File: src/rtl/spi_mailbox_master_pkg.sv
// rtl/spi_mailbox_master_pkg.sv - shared widths, field positions and FSM states for the SPI mailbox master
package spi_mailbox_master_pkg;

    localparam int ENTRY_W = 41;
    localparam int RW_BIT  = 40;
    localparam int CMD_HI  = 39;
    localparam int CMD_LO  = 32;
    localparam int DATA_W  = 32;
    localparam int FRAME_W = 40;

    typedef enum logic [2:0] {
        IDLE,
        POLL,
        LOAD,
        SHIFT,
        FINISH,
        GAP
    } state_e;

endpackage

File: src/rtl/spi_mailbox_master_if.sv
// rtl/spi_mailbox_master_if.sv - mailbox B-port handshake between the SPI master and the mailbox
interface spi_mailbox_master_if;

    logic                                         mb_en;
    logic [4:0]                                   mb_addr;
    logic [spi_mailbox_master_pkg::ENTRY_W-1:0]   mb_rdata;
    logic                                         mb_dvalid;
    logic                                         mb_stop;
    logic                                         mb_done;
    logic [spi_mailbox_master_pkg::ENTRY_W-1:0]   mb_wdata;

    modport master (
        output mb_en,
        output mb_addr,
        output mb_done,
        output mb_wdata,
        input  mb_rdata,
        input  mb_dvalid,
        input  mb_stop
    );

    modport slave (
        input  mb_en,
        input  mb_addr,
        input  mb_done,
        input  mb_wdata,
        output mb_rdata,
        output mb_dvalid,
        output mb_stop
    );

endinterface

File: src/rtl/spi_shift_engine.sv
// rtl/spi_shift_engine.sv - mode-0 SPI serialiser: prescaler, SCLK, 40-bit shift register, MISO capture
module spi_shift_engine
    import spi_mailbox_master_pkg::*;
#(
    parameter int CLK_DIV = 4
) (
    input  logic               clk,
    input  logic               rst_n,
    input  logic               start,
    input  logic [FRAME_W-1:0] frame,
    output logic               done,
    output logic [DATA_W-1:0]  rx_data,
    output logic               spi_sclk,
    output logic               spi_cs_n,
    output logic               spi_mosi,
    input  logic               spi_miso
);

    localparam int DIV_W  = $clog2(CLK_DIV);
    localparam int EDGES  = 2 * FRAME_W;
    localparam int EDGE_W = $clog2(EDGES + 1);

    logic               active_q, active_d;
    logic [DIV_W-1:0]   div_q, div_d;
    logic [EDGE_W-1:0]  edge_q, edge_d;
    logic               sclk_q, sclk_d;
    logic               cs_n_q, cs_n_d;
    logic [FRAME_W-1:0] sr_q, sr_d;
    logic [DATA_W-1:0]  rx_q, rx_d;
    logic               done_q, done_d;
    logic               tick;

    assign tick = (div_q == DIV_W'(CLK_DIV - 1));

    // After the 80th edge one extra half-period elapses with SCLK low before CS is released.
    always_comb begin
        active_d = active_q;
        div_d    = div_q;
        edge_d   = edge_q;
        sclk_d   = sclk_q;
        cs_n_d   = cs_n_q;
        sr_d     = sr_q;
        rx_d     = rx_q;
        done_d   = 1'b0;
        if (start) begin
            active_d = 1'b1;
            div_d    = '0;
            edge_d   = '0;
            sclk_d   = 1'b0;
            cs_n_d   = 1'b0;
            sr_d     = frame;
            rx_d     = '0;
        end else if (active_q) begin
            div_d = tick ? '0 : div_q + 1'b1;
            if (tick) begin
                if (edge_q == EDGE_W'(EDGES)) begin
                    active_d = 1'b0;
                    cs_n_d   = 1'b1;
                    done_d   = 1'b1;
                end else begin
                    edge_d = edge_q + 1'b1;
                    sclk_d = ~sclk_q;
                    if (!sclk_q) begin
                        rx_d = {rx_q[DATA_W-2:0], spi_miso};
                    end else begin
                        sr_d = {sr_q[FRAME_W-2:0], 1'b0};
                    end
                end
            end
        end
    end

    always_ff @(posedge clk or negedge rst_n) begin
        if (!rst_n) begin
            active_q <= 1'b0;
            div_q    <= '0;
            edge_q   <= '0;
            sclk_q   <= 1'b0;
            cs_n_q   <= 1'b1;
            sr_q     <= '0;
            rx_q     <= '0;
            done_q   <= 1'b0;
        end else begin
            active_q <= active_d;
            div_q    <= div_d;
            edge_q   <= edge_d;
            sclk_q   <= sclk_d;
            cs_n_q   <= cs_n_d;
            sr_q     <= sr_d;
            rx_q     <= rx_d;
            done_q   <= done_d;
        end
    end

    assign done     = done_q;
    assign rx_data  = rx_q;
    assign spi_sclk = sclk_q;
    assign spi_cs_n = cs_n_q;
    assign spi_mosi = sr_q[FRAME_W-1];

endmodule

File: src/rtl/spi_mailbox_master.sv
// rtl/spi_mailbox_master.sv - polls mailbox slots, sends each entry as a 40-bit SPI frame, writes back results
module spi_mailbox_master
    import spi_mailbox_master_pkg::*;
#(
    parameter int CLK_DIV   = 4,
    parameter int NUM_SLOTS = 16,
    parameter int POLL_WAIT = 3,
    parameter int CS_GAP    = 2
) (
    input  logic                  clk,
    input  logic                  rst_n,
    input  logic                  enable,
    spi_mailbox_master_if.master  mb,
    output logic                  spi_sclk,
    output logic                  spi_cs_n,
    output logic                  spi_mosi,
    input  logic                  spi_miso,
    output logic                  busy,
    output logic [15:0]           frame_cnt
);

    localparam int PTR_W   = $clog2(NUM_SLOTS);
    localparam int WAIT_W  = $clog2(POLL_WAIT + 1);
    localparam int GAP_CYC = CS_GAP * CLK_DIV;
    localparam int GAP_W   = $clog2(GAP_CYC + 1);

    state_e             state_q, state_d;
    logic [PTR_W-1:0]   ptr_q, ptr_d;
    logic [WAIT_W-1:0]  wait_q, wait_d;
    logic               skip_q, skip_d;
    logic [GAP_W-1:0]   gap_q, gap_d;
    logic [ENTRY_W-1:0] entry_q, entry_d;
    logic               mb_en_q, mb_en_d;
    logic [4:0]         mb_addr_q, mb_addr_d;
    logic               mb_done_q, mb_done_d;
    logic [ENTRY_W-1:0] mb_wdata_q, mb_wdata_d;
    logic               busy_q, busy_d;
    logic [15:0]        frame_cnt_q, frame_cnt_d;

    logic               eng_done;
    logic [DATA_W-1:0]  eng_rx;
    logic [PTR_W-1:0]   next_ptr;

    assign next_ptr = (ptr_q == PTR_W'(NUM_SLOTS - 1)) ? '0 : ptr_q + 1'b1;

    spi_shift_engine #(
        .CLK_DIV (CLK_DIV)
    ) u_engine (
        .clk      (clk),
        .rst_n    (rst_n),
        .start    (state_q == LOAD),
        .frame    ({entry_q[RW_BIT], entry_q[CMD_HI-1:CMD_LO], entry_q[DATA_W-1:0]}),
        .done     (eng_done),
        .rx_data  (eng_rx),
        .spi_sclk (spi_sclk),
        .spi_cs_n (spi_cs_n),
        .spi_mosi (spi_mosi),
        .spi_miso (spi_miso)
    );

    always_comb begin
        state_d     = state_q;
        ptr_d       = ptr_q;
        wait_d      = wait_q;
        skip_d      = skip_q;
        gap_d       = gap_q;
        entry_d     = entry_q;
        mb_en_d     = mb_en_q;
        mb_addr_d   = mb_addr_q;
        mb_done_d   = 1'b0;
        mb_wdata_d  = mb_wdata_q;
        busy_d      = busy_q;
        frame_cnt_d = frame_cnt_q;
        case (state_q)
            IDLE: begin
                mb_en_d = 1'b0;
                if (enable) begin
                    state_d   = POLL;
                    mb_en_d   = 1'b1;
                    mb_addr_d = 5'(ptr_q);
                    wait_d    = '0;
                    skip_d    = 1'b0;
                end
            end
            POLL: begin
                // skip_q marks the one-cycle enable-low bubble between two slot probes
                if (skip_q) begin
                    skip_d = 1'b0;
                    if (enable) begin
                        mb_en_d   = 1'b1;
                        mb_addr_d = 5'(ptr_q);
                        wait_d    = '0;
                    end else begin
                        state_d = IDLE;
                    end
                end else if (mb.mb_dvalid) begin
                    entry_d = mb.mb_rdata;
                    mb_en_d = 1'b0;
                    busy_d  = 1'b1;
                    state_d = LOAD;
                end else if (mb.mb_stop || wait_q == WAIT_W'(POLL_WAIT - 1)) begin
                    mb_en_d = 1'b0;
                    skip_d  = 1'b1;
                    ptr_d   = next_ptr;
                end else begin
                    wait_d = wait_q + 1'b1;
                end
            end
            LOAD: begin
                state_d = SHIFT;
            end
            SHIFT: begin
                if (eng_done) begin
                    state_d = FINISH;
                end
            end
            FINISH: begin
                mb_done_d   = 1'b1;
                mb_en_d     = 1'b1;
                mb_wdata_d  = entry_q[RW_BIT] ? {1'b1, entry_q[CMD_HI:CMD_LO], eng_rx} : entry_q;
                frame_cnt_d = frame_cnt_q + 16'd1;
                ptr_d       = next_ptr;
                gap_d       = '0;
                state_d     = GAP;
            end
            GAP: begin
                mb_en_d = 1'b0;
                if (gap_q == GAP_W'(GAP_CYC - 1)) begin
                    busy_d = 1'b0;
                    if (enable) begin
                        state_d   = POLL;
                        mb_en_d   = 1'b1;
                        mb_addr_d = 5'(ptr_q);
                        wait_d    = '0;
                        skip_d    = 1'b0;
                    end else begin
                        state_d = IDLE;
                    end
                end else begin
                    gap_d = gap_q + 1'b1;
                end
            end
            default: begin
                state_d = IDLE;
            end
        endcase
    end

    always_ff @(posedge clk or negedge rst_n) begin
        if (!rst_n) begin
            state_q     <= IDLE;
            ptr_q       <= '0;
            wait_q      <= '0;
            skip_q      <= 1'b0;
            gap_q       <= '0;
            entry_q     <= '0;
            mb_en_q     <= 1'b0;
            mb_addr_q   <= '0;
            mb_done_q   <= 1'b0;
            mb_wdata_q  <= '0;
            busy_q      <= 1'b0;
            frame_cnt_q <= '0;
        end else begin
            state_q     <= state_d;
            ptr_q       <= ptr_d;
            wait_q      <= wait_d;
            skip_q      <= skip_d;
            gap_q       <= gap_d;
            entry_q     <= entry_d;
            mb_en_q     <= mb_en_d;
            mb_addr_q   <= mb_addr_d;
            mb_done_q   <= mb_done_d;
            mb_wdata_q  <= mb_wdata_d;
            busy_q      <= busy_d;
            frame_cnt_q <= frame_cnt_d;
        end
    end

    assign mb.mb_en    = mb_en_q;
    assign mb.mb_addr  = mb_addr_q;
    assign mb.mb_done  = mb_done_q;
    assign mb.mb_wdata = mb_wdata_q;
    assign busy        = busy_q;
    assign frame_cnt   = frame_cnt_q;

endmodule

File: src/flat_wrapper.sv
// flat-port wrapper written by rule: the top's interface ports become plain ports
module spi_mailbox_master_flat import spi_mailbox_master_pkg::*;
#(
    parameter int CLK_DIV   = 4,
    parameter int NUM_SLOTS = 16,
    parameter int POLL_WAIT = 3,
    parameter int CS_GAP    = 2
)
  (clk, rst_n, enable, spi_sclk, spi_cs_n, spi_mosi, spi_miso, busy, frame_cnt, mb_mb_en, mb_mb_addr, mb_mb_done, mb_mb_wdata, mb_mb_rdata, mb_mb_dvalid, mb_mb_stop);
  spi_mailbox_master_if mb_i ();
  input  logic clk;
  input  logic rst_n;
  input  logic enable;
  output logic spi_sclk;
  output logic spi_cs_n;
  output logic spi_mosi;
  input  logic spi_miso;
  output logic busy;
  output logic [15:0] frame_cnt;
  output wire logic [$bits(mb_i.mb_en)-1:0] mb_mb_en;
  output wire logic [$bits(mb_i.mb_addr)-1:0] mb_mb_addr;
  output wire logic [$bits(mb_i.mb_done)-1:0] mb_mb_done;
  output wire logic [$bits(mb_i.mb_wdata)-1:0] mb_mb_wdata;
  input wire logic [$bits(mb_i.mb_rdata)-1:0] mb_mb_rdata;
  input wire logic [$bits(mb_i.mb_dvalid)-1:0] mb_mb_dvalid;
  input wire logic [$bits(mb_i.mb_stop)-1:0] mb_mb_stop;
  assign mb_mb_en = mb_i.mb_en;
  assign mb_mb_addr = mb_i.mb_addr;
  assign mb_mb_done = mb_i.mb_done;
  assign mb_mb_wdata = mb_i.mb_wdata;
  assign mb_i.mb_rdata = mb_mb_rdata;
  assign mb_i.mb_dvalid = mb_mb_dvalid;
  assign mb_i.mb_stop = mb_mb_stop;
  spi_mailbox_master #(.CLK_DIV(CLK_DIV), .NUM_SLOTS(NUM_SLOTS), .POLL_WAIT(POLL_WAIT), .CS_GAP(CS_GAP)) u_core (.clk(clk), .rst_n(rst_n), .enable(enable), .mb(mb_i), .spi_sclk(spi_sclk), .spi_cs_n(spi_cs_n), .spi_mosi(spi_mosi), .spi_miso(spi_miso), .busy(busy), .frame_cnt(frame_cnt));
endmodule
File: config.mk
export PLATFORM = sky130hd
export DESIGN_NAME = spi_mailbox_master_flat
export DESIGN_NICKNAME = d
export VERILOG_FILES = /design/src/rtl/spi_mailbox_master_pkg.sv /design/src/rtl/spi_mailbox_master_if.sv /design/src/rtl/spi_shift_engine.sv /design/src/rtl/spi_mailbox_master.sv /design/src/flat_wrapper.sv
export SDC_FILE = /design/constraint.sdc
export NUM_CORES = 1
export LEC_CHECK = 0
export BUFFER_PORTS_ARGS = -buffer_cell sky130_fd_sc_hd__buf_2
export CORE_MARGIN = 4
export CORE_UTILIZATION = 45
export DETAILED_ROUTE_END_ITERATION = 8
export PLACE_DENSITY_LB_ADDON = 0.25
export SLEW_MARGIN = 40
export SYNTH_ARGS = -nofsm -noshare
export SYNTH_HDL_FRONTEND = slang
export SYNTH_HIERARCHICAL = 1
export SYNTH_SLANG_ARGS = --single-unit
File: constraint.sdc
create_clock -name clk -period 2.7 [get_ports clk]
set_input_delay 0.405 -clock clk [delete_from_list [all_inputs] [get_ports clk]]
set_output_delay 0.405 -clock clk [all_outputs]
set_load 0.1 [all_outputs]
==> impl_metrics.xml, run 1 <==
<?xml version="1.0" encoding="UTF-8"?>
<metrics>
  <group name="outcome">
    <metric name="status" unit="">completed</metric>
  </group>
  <group name="synth">
    <metric name="post_synth.cell_area_avg" unit="um^2">12.2</metric>
    <metric name="synth_top_flop_cell" unit="">sky130_fd_sc_hd__dfrtp_1</metric>
    <metric name="count_of_flip_flops_with_a_built_in_enable_after_synthesis" unit="">0</metric>
    <metric name="netlist-cell-type-count" unit="">52</metric>
    <metric name="synthesis.nets" unit="">822</metric>
    <metric name="top_cells_by_area_in_the_synthesized_netlist" unit="">sky130_fd_sc_hd__dfrtp_1 54%, sky130_fd_sc_hd__mux2i_1 19%, sky130_fd_sc_hd__mux2_2 7.1%</metric>
    <metric name="postSynthCellCount" unit="">768</metric>
    <metric name="synth_top_area_share" unit="%">54.1</metric>
    <metric name="ys_ff_latch" unit="">204</metric>
    <metric name="synthesis.yosys.warnings" unit="">6</metric>
    <metric name="netlist.top_cell.by_area" unit="">sky130_fd_sc_hd__dfrtp_1</metric>
    <metric name="proportion_of_synthesized_chip_area_in_sequential_cells" unit="%">54.3</metric>
    <metric name="syn-cell-area" unit="mm^2">0.00940</metric>
    <metric name="async_reset_ff_share" unit="%">100</metric>
  </group>
  <group name="timing">
    <metric name="clock_skew" unit="ns">0.00870</metric>
    <metric name="slew_violations" unit="">0</metric>
    <metric name="min_period_over_period" unit="%">79.0</metric>
    <metric name="setup_viol" unit="">0</metric>
    <metric name="timing.slew.headroom" unit="%">54.7</metric>
    <metric name="fin_crit" unit="ns">2.13</metric>
    <metric name="final-hold-violation-count" unit="">0</metric>
    <metric name="final.setup.tns" unit="ns">0</metric>
    <metric name="fmax" unit="GHz">0.469</metric>
    <metric name="setup_ws" unit="ns">0.566</metric>
    <metric name="worst_pin_slew" unit="ns">0.679</metric>
    <metric name="grt_setup_unrepaired" unit="">no</metric>
  </group>
  <group name="drt">
    <metric name="vias" unit="">6039</metric>
    <metric name="drt-initial-drc-count" unit="">178</metric>
    <metric name="route.met2.wl" unit="um">8720</metric>
    <metric name="route.detailed.drc" unit="">0</metric>
    <metric name="postRouteWirelength" unit="um">18700</metric>
    <metric name="route.detailed.vias_per_inst" unit="">5.21</metric>
    <metric name="detail_route.first_pass.iterations" unit="">4</metric>
    <metric name="m1WireLength" unit="um">8930</metric>
    <metric name="met3_wire_len" unit="um">728</metric>
    <metric name="avgRoutedWirePerCell" unit="um">16.1</metric>
    <metric name="antenna_left" unit="">0</metric>
    <metric name="highest-signal-layer" unit="">met4</metric>
  </group>
  <group name="finish">
    <metric name="final_layout_size_suffix_gt1_share" unit="%">26.3</metric>
    <metric name="num-fill-cells" unit="">1763</metric>
    <metric name="utilization" unit="%">54.0</metric>
    <metric name="final_net_count" unit="">930</metric>
    <metric name="stdcell_count" unit="">1160</metric>
    <metric name="num_antenna_cells" unit="">0</metric>
    <metric name="finish.instance_area" unit="mm^2">0.0110</metric>
    <metric name="syn2layout_area_growth" unit="%">17.1</metric>
  </group>
  <group name="worst_hold_path">
    <metric name="hp-class" unit="">primary input to register</metric>
    <metric name="hold_path_depth" unit="">2</metric>
    <metric name="hold_path_startpoint" unit="">mb_mb_rdata[12]</metric>
    <metric name="hold-path-endpoint" unit="">u_core/entry_q[12]$_DFFE_PN0P_</metric>
  </group>
  <group name="worst_setup_path">
    <metric name="end_kind" unit="">register</metric>
    <metric name="timing.rr.end" unit="">u_core/u_engine/sr_q[39]$_DFFE_PN0P_</metric>
    <metric name="setup.worst_path.start_class" unit="">register</metric>
    <metric name="worst-path-max-fanout" unit="">55</metric>
    <metric name="crit_type" unit="">register to register</metric>
    <metric name="worst_r2r_path_depth" unit="">6</metric>
    <metric name="timing.rr.start" unit="">u_core/state_q[2]$_DFFE_PN0P_</metric>
    <metric name="worst-endpoint-required" unit="ns">3.07</metric>
    <metric name="arrival_time_at_the_worst_endpoint" unit="ns">2.50</metric>
    <metric name="worst-r2r-setup-slack" unit="ns">0.57</metric>
    <metric name="worstSetupStartpoint" unit="">u_core/state_q[2]$_DFFE_PN0P_</metric>
  </group>
  <group name="placement">
    <metric name="placed_cell_area" unit="mm^2">0.0103</metric>
    <metric name="globalplace.congestion" unit="">0.746</metric>
    <metric name="placed_cells_incl_taps" unit="">1120</metric>
    <metric name="buffer_ports.inserted" unit="">113</metric>
    <metric name="dp_worst_setup_slack" unit="ns">0.555</metric>
    <metric name="dpl.hpwl" unit="um">12500</metric>
  </group>
  <group name="floorplanning">
    <metric name="die_h" unit="um">153</metric>
    <metric name="die-area" unit="mm^2">0.0233</metric>
    <metric name="ioPinCount" unit="">115</metric>
    <metric name="core" unit="mm^2">0.0204</metric>
    <metric name="std_cell_rows" unit="">52</metric>
    <metric name="floorplan.initialDensity" unit="%">46.1</metric>
    <metric name="fp.dieW" unit="um">153</metric>
  </group>
  <group name="cts">
    <metric name="cts_tree" unit="">yes</metric>
    <metric name="latest_clock_arrival_within_the_worst_skew_pair" unit="ns">0.50</metric>
    <metric name="clkSlewWorstSetupHoldPaths" unit="ns">0.06</metric>
    <metric name="clk_path_buf_depth" unit="">3</metric>
    <metric name="number_of_buffers_added_by_the_clock_tree_synthesis_step" unit="">23</metric>
    <metric name="cts.htree.levels" unit="">1</metric>
    <metric name="cts_root_buf" unit="">sky130_fd_sc_hd__clkbuf_16</metric>
    <metric name="numClockSinks" unit="">204</metric>
  </group>
  <group name="global_route">
    <metric name="groute.usage.overall" unit="%">16.3</metric>
    <metric name="vias_in_the_first_global_route" unit="">6346</metric>
    <metric name="grt_max_degree" unit="">77</metric>
    <metric name="grt_antenna_before_repair" unit="">0</metric>
    <metric name="grt.overflow.total" unit="">0</metric>
    <metric name="grt_first_pass_wirelength" unit="um">32300</metric>
  </group>
  <group name="power_and_ir_drop">
    <metric name="power-per-cell-area" unit="mW/mm^2">550</metric>
    <metric name="power_switching" unit="mW">1.25</metric>
    <metric name="p_comb_share" unit="%">2.0</metric>
    <metric name="p_int" unit="mW">4.81</metric>
    <metric name="vdd.ir_drop.worst" unit="V">0.000504</metric>
    <metric name="share_seq_of_total_power" unit="%">50.5</metric>
    <metric name="power_frac_clock" unit="%">47.5</metric>
    <metric name="switching_share" unit="%">20.6</metric>
    <metric name="power.static_leakage" unit="nW">5.03</metric>
  </group>
  <group name="flow_run">
    <metric name="timing.max_cap.violations" unit="">0</metric>
  </group>
</metrics>
-- worst max-delay path, cell delays in order (launching register included) --
cell and delay [ns]:
sky130_fd_sc_hd__dfrtp_1 0.57, sky130_fd_sc_hd__nand2b_1 0.29, sky130_fd_sc_hd__nor2_4 0.35, sky130_fd_sc_hd__buf_12 0.36, sky130_fd_sc_hd__nor2b_1 0.11, sky130_fd_sc_hd__a21oi_1 0.18, sky130_fd_sc_hd__mux2i_1 0.10
-- power by group through the flow --
| stage | combinational, mW | clock, mW | sequential (mW) |
|---|---|---|---|
| 3_3_place_gp | 0.128 | 0 | 3.11 |
| 5_1_grt | 0.142 | 3.11 | 3.06 |
| 4_1_cts | 0.129 | 2.98 | 3.06 |
| 6_report | 0.122 | 2.88 | 3.06 |
| 3_5_place_dp | 0.128 | 0 | 3.11 |
| 2_1_floorplan | 0.0128 | 0 | 3.11 |
-- registers in the layout, indices dropped and copies added, names as in the netlist --
register / flops
u_core/entry_q: 41
u_core/mb.mb_wdata: 41
u_core/u_engine/sr_q: 40
u_core/u_engine/rx_data: 32
u_core/frame_cnt: 16
u_core/u_engine/edge_q: 7
u_core/gap_q: 4
u_core/mb.mb_addr: 4
u_core/ptr_q: 4
u_core/state_q: 3
u_core/u_engine/div_q: 2
u_core/wait_q: 2
u_core/busy: 1
u_core/mb.mb_done: 1
u_core/mb.mb_en: 1
u_core/skip_q: 1
u_core/u_engine/active_q: 1
u_core/u_engine/done: 1
u_core/u_engine/spi_cs_n: 1
u_core/u_engine/spi_sclk: 1
-- how the worst max path moves through the flow --
stage,endpoint,slack [ns],depth (start not counted)
final,u_core/u_engine/sr_q[39]$_DFFE_PN0P_,0.57,6
after global placement,u_core/u_engine/sr_q[39]$_DFFE_PN0P_,0.58,6
after global routing,u_core/u_engine/sr_q[39]$_DFFE_PN0P_,0.43,6
after detailed placement,u_core/u_engine/sr_q[39]$_DFFE_PN0P_,0.55,6
after floorplan,u_core/frame_cnt[13]$_DFFE_PN0P_,0.40,4
after CTS,u_core/u_engine/sr_q[39]$_DFFE_PN0P_,0.55,6
-- cells by family after synthesis --
logic type	share of synthesized area [%]
AO/OA/AOI/OAI	5.31
AND/OR/NAND/NOR	8.32
XOR/XNOR	1.58
flip-flops	54.3
adder cells (fa/ha/maj)	0.932
multiplexers	26.3
other	0.0399
buffers and inverters	3.13
-- synthesized netlist by cell type (all sizes together) (2+ instances only) --
| cell type | number |
|---|---|
| dfrtp | 203 |
| mux2i | 181 |
| nand2 | 61 |
| mux2 | 59 |
| a21oi | 48 |
| nor2 | 46 |
| buf | 33 |
| clkbuf | 15 |
| nand3 | 15 |
| o21ai | 10 |
| inv | 9 |
| xnor2 | 9 |
| xor2 | 8 |
| ha | 7 |
| nand2b | 6 |
| nor3 | 5 |
| nor4 | 5 |
| nor2b | 4 |
| a21o | 3 |
| a31oi | 3 |
| nand4 | 3 |
| o2bb2ai | 3 |
| o31ai | 3 |
| a211o | 2 |
| nand4bb | 2 |
| nor3b | 2 |
| nor4b | 2 |
| or3 | 2 |
| or4 | 2 |
-- stage by stage --
stage	power [mW]	hold WS, ns
floorplan	3.13	0.109
global placement	3.24	0.458
detailed placement	3.24	0.484
CTS	6.16	0.116
global route	6.30	0.114
finish	6.06	0.136
-- timing repair --
| action | in CTS | in global routing |
|---|---|---|
| hold endpoints to repair | 70 | 0 |
| gates resized for setup | 0 | 0 |
| hold buffers | 1 | 0 |
| setup buffers | 0 | 0 |
-- layer usage --
metal  global-route usage (%)  vias to the layer above
met5                        0                        -
met1                     22.9                     2975
li1                         -                     2946
met4                     3.35                        0
met2                     26.9                       98
met3                     3.01                       20
-- placed cells by master, fill, tap and decap left out, types with 7 or more instances in the layout --
cell,count
sky130_fd_sc_hd__buf_4,9
sky130_fd_sc_hd__clkbuf_16,23
sky130_fd_sc_hd__inv_1,9
sky130_fd_sc_hd__xor2_1,8
sky130_fd_sc_hd__nand3_1,15
sky130_fd_sc_hd__buf_2,112
sky130_fd_sc_hd__nor2_1,45
sky130_fd_sc_hd__o21ai_0,10
sky130_fd_sc_hd__buf_12,8
sky130_fd_sc_hd__ha_1,7
sky130_fd_sc_hd__mux2_2,59
sky130_fd_sc_hd__nand2_1,60
sky130_fd_sc_hd__a21oi_1,47
sky130_fd_sc_hd__xnor2_1,9
sky130_fd_sc_hd__dfrtp_1,202
sky130_fd_sc_hd__mux2i_1,181
-- final cells by class --
cell class | instances | area (um^2) | area share, %
multi-input combinational | 507 | 4020 | 36.5
timing repair buffer | 131 | 812 | 7.38
clock buffer | 30 | 622 | 5.65
clock inverter | 9 | 76.3 | 0.694
sequential | 204 | 5110 | 46.4
inverter | 9 | 33.8 | 0.307
tap | 270 | 338 | 3.07
Note: power is estimated with default switching activity, not from simulation.
==> run 2, diff against run 1 <==
==> constraint.sdc (replaced) <==
create_clock -name clk -period 1.9 [get_ports clk]
set_input_delay 0.285 -clock clk [delete_from_list [all_inputs] [get_ports clk]]
set_output_delay 0.285 -clock clk [all_outputs]
set_load 0.1 [all_outputs]
==> run 2 against run 1 <==
Worst hold slack got worse by 0.12 ns; sequential share of layout area decreased by 2.2 points; final cell count increased by 3.6%; flip-flop and latch count unchanged; register-to-register slack got worse by 0.45 ns; non-clock buffer count increased by 37; die area unchanged; final area increased by 5.4%; sequential power increased by 42%; combinational power increased by 72%; global-route usage increased by 0.21 points; utilization increased by 2.9 points; critical path type unchanged; critical endpoint is now u_core/u_engine/rx_data[24]$_DFFE_PN0P_; highest routed layer is now met5.
==> impl_metrics.xml, run 2 (synthesis gave the netlist of run 1 again) <==
<?xml version="1.0" encoding="UTF-8"?>
<metrics>
  <group name="outcome">
    <metric name="status" unit="">completed</metric>
  </group>
  <group name="cts">
    <metric name="numClockSinks" unit="">204</metric>
    <metric name="latest_clock_arrival_within_the_worst_skew_pair" unit="ns">0.51</metric>
    <metric name="cts.htree.levels" unit="">1</metric>
    <metric name="clk_path_buf_depth" unit="">3</metric>
    <metric name="cts_root_buf" unit="">sky130_fd_sc_hd__clkbuf_16</metric>
    <metric name="clkSlewWorstSetupHoldPaths" unit="ns">0.06</metric>
    <metric name="number_of_buffers_added_by_the_clock_tree_synthesis_step" unit="">24</metric>
    <metric name="cts_tree" unit="">yes</metric>
  </group>
  <group name="power_and_ir_drop">
    <metric name="p_comb_share" unit="%">2.3</metric>
    <metric name="report.power.total" unit="mW">9.31</metric>
    <metric name="p_int" unit="mW">7.44</metric>
    <metric name="power_frac_clock" unit="%">51.1</metric>
    <metric name="switching_share" unit="%">20.1</metric>
    <metric name="share_seq_of_total_power" unit="%">46.7</metric>
    <metric name="power-per-cell-area" unit="mW/mm^2">803</metric>
    <metric name="vdd.ir_drop.worst" unit="V">0.000567</metric>
    <metric name="power_switching" unit="mW">1.87</metric>
    <metric name="power.static_leakage" unit="nW">5.27</metric>
  </group>
  <group name="placement">
    <metric name="globalplace.congestion" unit="">0.752</metric>
    <metric name="buffer_ports.inserted" unit="">113</metric>
    <metric name="dpl.hpwl" unit="um">12500</metric>
    <metric name="dp_worst_setup_slack" unit="ns">0.0502</metric>
  </group>
  <group name="worst_setup_path">
    <metric name="critical-path-max-stage-delay" unit="ns">0.39</metric>
    <metric name="arrival_time_at_the_worst_endpoint" unit="ns">2.20</metric>
    <metric name="worst-endpoint-required" unit="ns">2.32</metric>
    <metric name="crit_path_top_delay_cell" unit="">sky130_fd_sc_hd__dfrtp_1</metric>
    <metric name="worst-path-max-fanout" unit="">13</metric>
    <metric name="worst-r2r-setup-slack" unit="ns">0.11</metric>
    <metric name="setup.worst_path.start_class" unit="">register</metric>
    <metric name="end_kind" unit="">register</metric>
    <metric name="crit_type" unit="">register to register</metric>
    <metric name="critical_path.cell_chain" unit="">inv_1, ha_1, and2_2, a211oi_4, buf_4, buf_12, mux2i_2</metric>
  </group>
  <group name="drt">
    <metric name="avgRoutedWirePerCell" unit="um">15.8</metric>
    <metric name="route.detailed.vias_per_inst" unit="">5.13</metric>
    <metric name="drt-initial-drc-count" unit="">181</metric>
    <metric name="postRouteWirelength" unit="um">19000</metric>
    <metric name="route.detailed.drc" unit="">0</metric>
    <metric name="vias" unit="">6172</metric>
    <metric name="detail_route.first_pass.iterations" unit="">4</metric>
    <metric name="antenna_left" unit="">0</metric>
  </group>
  <group name="flow_run">
    <metric name="timing.max_cap.violations" unit="">0</metric>
  </group>
  <group name="global_route">
    <metric name="globalRouteMet1Util" unit="%">23.0</metric>
    <metric name="busiest_layer" unit="">met2</metric>
    <metric name="vias_in_the_first_global_route" unit="">6423</metric>
    <metric name="grt_max_degree" unit="">67</metric>
    <metric name="globalRouteMet2Util" unit="%">27.3</metric>
    <metric name="groute.usage.overall" unit="%">16.6</metric>
    <metric name="grt_first_pass_wirelength" unit="um">32800</metric>
    <metric name="grt.overflow.total" unit="">0</metric>
    <metric name="grt_antenna_before_repair" unit="">1</metric>
    <metric name="grt_util_met3" unit="%">2.87</metric>
  </group>
  <group name="finish">
    <metric name="num-fill-cells" unit="">1706</metric>
    <metric name="num_antenna_cells" unit="">0</metric>
    <metric name="multi_input_logic_area" unit="mm^2">0.00403</metric>
    <metric name="seqCellArea" unit="mm^2">0.00513</metric>
    <metric name="final_layout_size_suffix_gt1_share" unit="%">28.6</metric>
    <metric name="final_cell_mix" unit="">191 x sky130_fd_sc_hd__dfrtp_1, 180 x sky130_fd_sc_hd__mux2i_1, 112 x sky130_fd_sc_hd__buf_2</metric>
    <metric name="most_frequent_standard_cell_in_the_layout_excluding_fill_and_tap_cells" unit="">sky130_fd_sc_hd__dfrtp_1</metric>
    <metric name="syn2layout_area_growth" unit="%">23.4</metric>
    <metric name="final_net_count" unit="">968</metric>
  </group>
  <group name="worst_hold_path">
    <metric name="hp-class" unit="">primary input to register</metric>
  </group>
  <group name="floorplanning">
    <metric name="die-area" unit="mm^2">0.0233</metric>
    <metric name="std_cell_rows" unit="">52</metric>
    <metric name="die_h" unit="um">153</metric>
    <metric name="core" unit="mm^2">0.0204</metric>
    <metric name="fp.dieW" unit="um">153</metric>
    <metric name="floorplan.initialDensity" unit="%">46.1</metric>
    <metric name="ioPinCount" unit="">115</metric>
  </group>
  <group name="timing">
    <metric name="fin_crit" unit="ns">1.79</metric>
    <metric name="clock_skew" unit="ns">0.0133</metric>
    <metric name="slew_violations" unit="">0</metric>
    <metric name="worst_pin_slew" unit="ns">0.542</metric>
    <metric name="setup_viol" unit="">0</metric>
    <metric name="setup_ws" unit="ns">0.114</metric>
    <metric name="fmax" unit="GHz">0.560</metric>
    <metric name="min_period_over_period" unit="%">94.0</metric>
    <metric name="timing.slew.headroom" unit="%">64.1</metric>
    <metric name="final-hold-violation-count" unit="">0</metric>
  </group>
</metrics>
## run 2: cell count changes in the layout (fill, tap and decap cells not counted), moves of 4 or more
cell                            change
sky130_fd_sc_hd__dfrtp_2            +7
sky130_fd_sc_hd__buf_4              +8
sky130_fd_sc_hd__dfrtp_4            +4
sky130_fd_sc_hd__buf_12             +5
sky130_fd_sc_hd__dfrtp_1           -11
sky130_fd_sc_hd__dlygate4sd3_1     +23
## run 2: cell type report
class                   instances  share of cell area, %
inverters                       9                  0.291
clock inverters                 9                   1.08
well taps                     270                   2.91
multi-input cells             507                   34.7
repair buffers                168                   10.6
clock buffers                  35                   6.15
flip-flops and latches        204                   44.3
## run 2: worst paths after layout
path                                                       start                                       to  cells after the start
min reg2reg                     u_core/frame_cnt[15]$_DFFE_PN0P_         u_core/frame_cnt[15]$_DFFE_PN0P_                      1
max in group asynchronous                                  rst_n     u_core/u_engine/spi_cs_n$_DFFE_PN1P_                      3
max                        u_core/u_engine/edge_q[1]$_DFFE_PN0P_  u_core/u_engine/rx_data[24]$_DFFE_PN0P_                      7
max reg2reg                u_core/u_engine/edge_q[1]$_DFFE_PN0P_  u_core/u_engine/rx_data[24]$_DFFE_PN0P_                      7
min in group asynchronous                                  rst_n      u_core/u_engine/sr_q[1]$_DFFE_PN0P_                      2
min                                              mb_mb_rdata[17]           u_core/entry_q[17]$_DFFE_PN0P_                      2
## run 2: critical path: cells and delay by family, from the launching register on
family                   cells  cell delay, ns
AO/OA/AOI/OAI                1            0.23
adder cells (fa/ha/maj)      1            0.19
buffers and inverters        3            0.41
flip-flops                   1            0.39
multiplexers                 1            0.23
AND/OR/NAND/NOR              1            0.25
## run 2: what timing repair did
| item | in CTS | in global routing |
|---|---|---|
| endpoints found under the setup margin | 0 | 63 |
| hold endpoints to repair | 57 | 1 |
| hold buffers | 23 | 1 |
| setup buffers | 0 | 2 |
| resized for setup | 0 | 4 |
## run 2: through the flow
| stage | TNS [ns] | area [um^2] | util (%) | cells | hold slack [ns] |
|---|---|---|---|---|---|
| global route | -0.0000677 | 11600 | 56.9 | 1202 | 0.00487 |
| global placement | 0 | 10500 | 51.4 | 1131 | 0.249 |
| floorplan | 0 | 9420 | - | 768 | -0.0106 |
| detailed placement | 0 | 10500 | 51.4 | 1131 | 0.251 |
| finish | 0 | 11600 | 56.9 | 1202 | 0.0178 |
| CTS | 0 | 11500 | 56.6 | 1198 | 0.00122 |
## run 2: metal layers
metal,part of all wire (%),up-vias
met2,47,92
li1,-,3014
met5,0.037,-
met1,47,3031
met3,3.7,33
met4,2.0,2
## run 2: power groups by stage
stage | registers [mW] | logic, mW | clock network, mW
after global routing | 4.34 | 0.242 | 5.08
after global placement | 4.42 | 0.180 | 0
after detailed placement | 4.42 | 0.180 | 0
final | 4.35 | 0.210 | 4.75
after floorplan | 4.43 | 0.0182 | 0
after CTS | 4.34 | 0.218 | 4.90
==> run 3, diff against run 2 <==
--- a/config.mk
+++ b/config.mk
@@ -13,5 +13,4 @@
 export SLEW_MARGIN = 40
 export SYNTH_ARGS = -nofsm -noshare
 export SYNTH_HDL_FRONTEND = slang
-export SYNTH_HIERARCHICAL = 1
 export SYNTH_SLANG_ARGS = --single-unit
==> run 3 against run 2 <==
Non-clock buffer count fell by 21; routed wire length fell by 0.35%; die area fell by 5.1%; clock power fell by 13%; clock-buffer cell count fell by 1; maximum frequency fell by 3.0%; global-route usage rose by 0.97 points; total power rose by 56%.
==> impl_metrics.xml, run 3 <==
<?xml version="1.0" encoding="UTF-8"?>
<metrics>
  <group name="power_and_ir_drop">
    <metric name="share_seq_of_total_power" unit="%">43.4</metric>
    <metric name="power.static_leakage" unit="nW">5.16</metric>
    <metric name="power_switching" unit="mW">4.87</metric>
    <metric name="power-per-cell-area" unit="mW/mm^2">1350</metric>
    <metric name="p_comb_share" unit="%">28.2</metric>
    <metric name="switching_share" unit="%">33.6</metric>
    <metric name="p_int" unit="mW">9.61</metric>
    <metric name="power_frac_clock" unit="%">28.4</metric>
    <metric name="vdd.ir_drop.worst" unit="V">0.000679</metric>
  </group>
  <group name="synth">
    <metric name="proportion_of_synthesized_chip_area_in_sequential_cells" unit="%">57.4</metric>
    <metric name="count_of_flip_flops_with_a_built_in_enable_after_synthesis" unit="">0</metric>
    <metric name="netlist.top_cell.by_area" unit="">sky130_fd_sc_hd__dfrtp_1</metric>
    <metric name="async_reset_ff_share" unit="%">100</metric>
    <metric name="synthesis.yosys.warnings" unit="">0</metric>
    <metric name="netlist-cell-type-count" unit="">54</metric>
    <metric name="syn-cell-area" unit="mm^2">0.00890</metric>
    <metric name="synthesis.nets" unit="">911</metric>
    <metric name="synth_top_area_share" unit="%">57.1</metric>
    <metric name="dominant_cell_by_count_in_the_synthesized_netlist" unit="">sky130_fd_sc_hd__dfrtp_1</metric>
    <metric name="postSynthCellCount" unit="">857</metric>
    <metric name="synth_top_flop_cell" unit="">sky130_fd_sc_hd__dfrtp_1</metric>
    <metric name="post_synth.cell_area_avg" unit="um^2">10.4</metric>
    <metric name="yosys-top-cells-count" unit="">203 x sky130_fd_sc_hd__dfrtp_1, 154 x sky130_fd_sc_hd__nand2_1, 78 x sky130_fd_sc_hd__a21oi_1, 63 x sky130_fd_sc_hd__o21ai_0, 57 x sky130_fd_sc_hd__nor2_1</metric>
    <metric name="ys_ff_latch" unit="">204</metric>
    <metric name="top_cells_by_area_in_the_synthesized_netlist" unit="">sky130_fd_sc_hd__dfrtp_1 57%, sky130_fd_sc_hd__nand2_1 6.5%, sky130_fd_sc_hd__mux2_2 6.2%</metric>
  </group>
  <group name="drt">
    <metric name="avgRoutedWirePerCell" unit="um">15.2</metric>
    <metric name="postRouteWirelength" unit="um">19000</metric>
    <metric name="drt-initial-drc-count" unit="">290</metric>
    <metric name="route.detailed.drc" unit="">0</metric>
    <metric name="route.detailed.vias_per_inst" unit="">5.17</metric>
    <metric name="antenna_left" unit="">0</metric>
    <metric name="vias" unit="">6469</metric>
    <metric name="detail_route.first_pass.iterations" unit="">4</metric>
  </group>
  <group name="floorplanning">
    <metric name="ioPinCount" unit="">115</metric>
    <metric name="die_h" unit="um">149</metric>
    <metric name="std_cell_rows" unit="">51</metric>
    <metric name="core" unit="mm^2">0.0195</metric>
    <metric name="fp.dieW" unit="um">149</metric>
    <metric name="floorplan.initialDensity" unit="%">45.7</metric>
    <metric name="die-area" unit="mm^2">0.0221</metric>
  </group>
  <group name="finish">
    <metric name="syn2layout_area_growth" unit="%">20.4</metric>
    <metric name="seqCellArea" unit="mm^2">0.00511</metric>
    <metric name="num-fill-cells" unit="">1746</metric>
    <metric name="num_antenna_cells" unit="">0</metric>
    <metric name="multi_input_logic_area" unit="mm^2">0.00355</metric>
    <metric name="final_net_count" unit="">1026</metric>
    <metric name="finish.instance_area" unit="mm^2">0.0107</metric>
    <metric name="final_layout_size_suffix_gt1_share" unit="%">26.0</metric>
    <metric name="most_frequent_standard_cell_in_the_layout_excluding_fill_and_tap_cells" unit="">sky130_fd_sc_hd__dfrtp_1</metric>
    <metric name="final_cell_mix" unit="">196 x sky130_fd_sc_hd__dfrtp_1, 153 x sky130_fd_sc_hd__nand2_1, 112 x sky130_fd_sc_hd__buf_2</metric>
  </group>
  <group name="worst_setup_path">
    <metric name="setup.worst_path.start_class" unit="">register</metric>
    <metric name="worst-endpoint-required" unit="ns">2.28</metric>
    <metric name="worst-path-max-fanout" unit="">39</metric>
    <metric name="end_kind" unit="">register</metric>
    <metric name="arrival_time_at_the_worst_endpoint" unit="ns">2.22</metric>
    <metric name="crit_type" unit="">register to register</metric>
  </group>
  <group name="timing">
    <metric name="min_period_over_period" unit="%">96.9</metric>
    <metric name="slew_violations" unit="">0</metric>
    <metric name="fin_crit" unit="ns">1.84</metric>
    <metric name="fmax" unit="GHz">0.543</metric>
    <metric name="worst_pin_slew" unit="ns">0.618</metric>
    <metric name="clock_skew" unit="ns">0.00512</metric>
    <metric name="holdWs" unit="ns">0.0125</metric>
    <metric name="grt_setup_unrepaired" unit="">no</metric>
    <metric name="final-hold-violation-count" unit="">0</metric>
    <metric name="timing.slew.headroom" unit="%">58.8</metric>
    <metric name="setup_viol" unit="">0</metric>
  </group>
  <group name="global_route">
    <metric name="grt_antenna_before_repair" unit="">1</metric>
    <metric name="vias_in_the_first_global_route" unit="">6539</metric>
    <metric name="groute.usage.overall" unit="%">17.5</metric>
    <metric name="grt_first_pass_wirelength" unit="um">32400</metric>
    <metric name="grt.overflow.total" unit="">0</metric>
    <metric name="grt_max_degree" unit="">106</metric>
  </group>
  <group name="cts">
    <metric name="clk_path_buf_depth" unit="">3</metric>
    <metric name="numClockSinks" unit="">204</metric>
    <metric name="postCtsSetupBuffers" unit="">0</metric>
    <metric name="clkSlewWorstSetupHoldPaths" unit="ns">0.06</metric>
    <metric name="cts_root_buf" unit="">sky130_fd_sc_hd__clkbuf_16</metric>
    <metric name="cts.htree.levels" unit="">1</metric>
    <metric name="cts_tree" unit="">yes</metric>
    <metric name="latest_clock_arrival_within_the_worst_skew_pair" unit="ns">0.50</metric>
    <metric name="number_of_buffers_added_by_the_clock_tree_synthesis_step" unit="">22</metric>
  </group>
  <group name="placement">
    <metric name="dpl.hpwl" unit="um">12400</metric>
    <metric name="globalplace.congestion" unit="">0.820</metric>
    <metric name="buffer_ports.inserted" unit="">113</metric>
    <metric name="placed_cell_area" unit="mm^2">0.00996</metric>
  </group>
  <group name="flow_run">
    <metric name="timing.max_cap.violations" unit="">0</metric>
  </group>
  <group name="worst_hold_path">
    <metric name="hp-class" unit="">primary input to register</metric>
  </group>
  <group name="outcome">
    <metric name="status" unit="">completed</metric>
  </group>
</metrics>
## run 3: critical path: stages (launching register included)
cell and delay, ns:
sky130_fd_sc_hd__dfrtp_1 0.42, sky130_fd_sc_hd__or4b_4 0.57, sky130_fd_sc_hd__o21a_2 0.23, sky130_fd_sc_hd__buf_12 0.18, sky130_fd_sc_hd__a21oi_1 0.20, sky130_fd_sc_hd__a21oi_1 0.10
## run 3: cell families (layout without fill, tap and decap cells)
group           Yosys count  in the layout  share of synthesized area [%]
fa+ha+maj                 7              7                          0.984
compound gates          179            179                           11.2
buf+inv                  64            193                           3.18
xor+xnor                 24             24                           2.36
mux                      84             84                           10.1
flops                   204            204                           57.4
other cells               1              1                         0.0422
simple gates            294            294                           14.7
## run 3: repair_timing
item / CTS / global route
resized for setup: 0 / 1
hold buffers: 4 / 0
endpoints found under the hold margin: 46 / 0
endpoints found under the setup margin: 0 / 4
## run 3: path summary, 6_finish.rpt
check | start | endpoint | slack [ns] | depth (start not counted)
setup / recovery | u_core.u_engine.edge_q[2]$_DFFE_PN0P_ | u_core.u_engine.sr_q[8]$_DFFE_PN0P_ | 0.06 | 5
hold / removal | mb_mb_rdata[27] | u_core.entry_q[27]$_DFFE_PN0P_ | 0.01 | 2
setup reg to reg | u_core.u_engine.edge_q[2]$_DFFE_PN0P_ | u_core.u_engine.sr_q[8]$_DFFE_PN0P_ | 0.06 | 5
hold reg to reg | u_core.entry_q[39]$_DFFE_PN0P_ | u_core.mb.mb_wdata[39]$_DFFE_PN0P_ | 0.46 | 2
max in group asynchronous | rst_n | u_core.mb.mb_wdata[18]$_DFFE_PN0P_ | 0.93 | 3
min in group asynchronous | rst_n | u_core.mb.mb_addr[2]$_DFFE_PN0P_ | 0.31 | 2
## run 3: power groups by stage
| stage | Clock, mW | Sequential (mW) | Combinational, mW |
|---|---|---|---|
| final | 4.11 | 6.28 | 4.07 |
| after floorplan | 0 | 6.52 | 2.72 |
| after detailed placement | 0 | 6.35 | 4.12 |
| after CTS | 4.21 | 6.29 | 4.14 |
| after global placement | 0 | 6.33 | 3.98 |
| after global routing | 4.41 | 6.42 | 4.54 |
## run 3: layout make-up
class,count,area share [%]
Sequential cell,204,47.8
Multi-Input combinational cell,589,33.2
Timing Repair Buffer,147,9.13
Clock buffer,34,6.22
Tap cell,265,3.10
Clock inverter,4,0.351
Inverter,8,0.280
## run 3: layer usage
metal | track usage (%) | vias up | part of all wire (%)
met5 | 0 | - | 0.037
met1 | 24.6 | 3168 | 46
li1 | - | 3159 | -
met2 | 28.7 | 113 | 47
met3 | 3.11 | 27 | 4.9
met4 | 3.88 | 2 | 1.6
## run 3: through the flow
| stage | util (%) | std cells | TNS, ns | worst slack [ns] | power (mW) |
|---|---|---|---|---|---|
| after floorplan | - | 857 | -0.0139 | -0.0139 | 9.23 |
| after global routing | 55.0 | 1251 | 0 | 0.0310 | 15.4 |
| after detailed placement | 51.2 | 1209 | 0 | 0.0856 | 10.5 |
| final | 55.0 | 1251 | 0 | 0.0591 | 14.5 |
| after global placement | 51.2 | 1209 | 0 | 0.177 | 10.3 |
| after CTS | 55.0 | 1251 | 0 | 0.0890 | 14.6 |
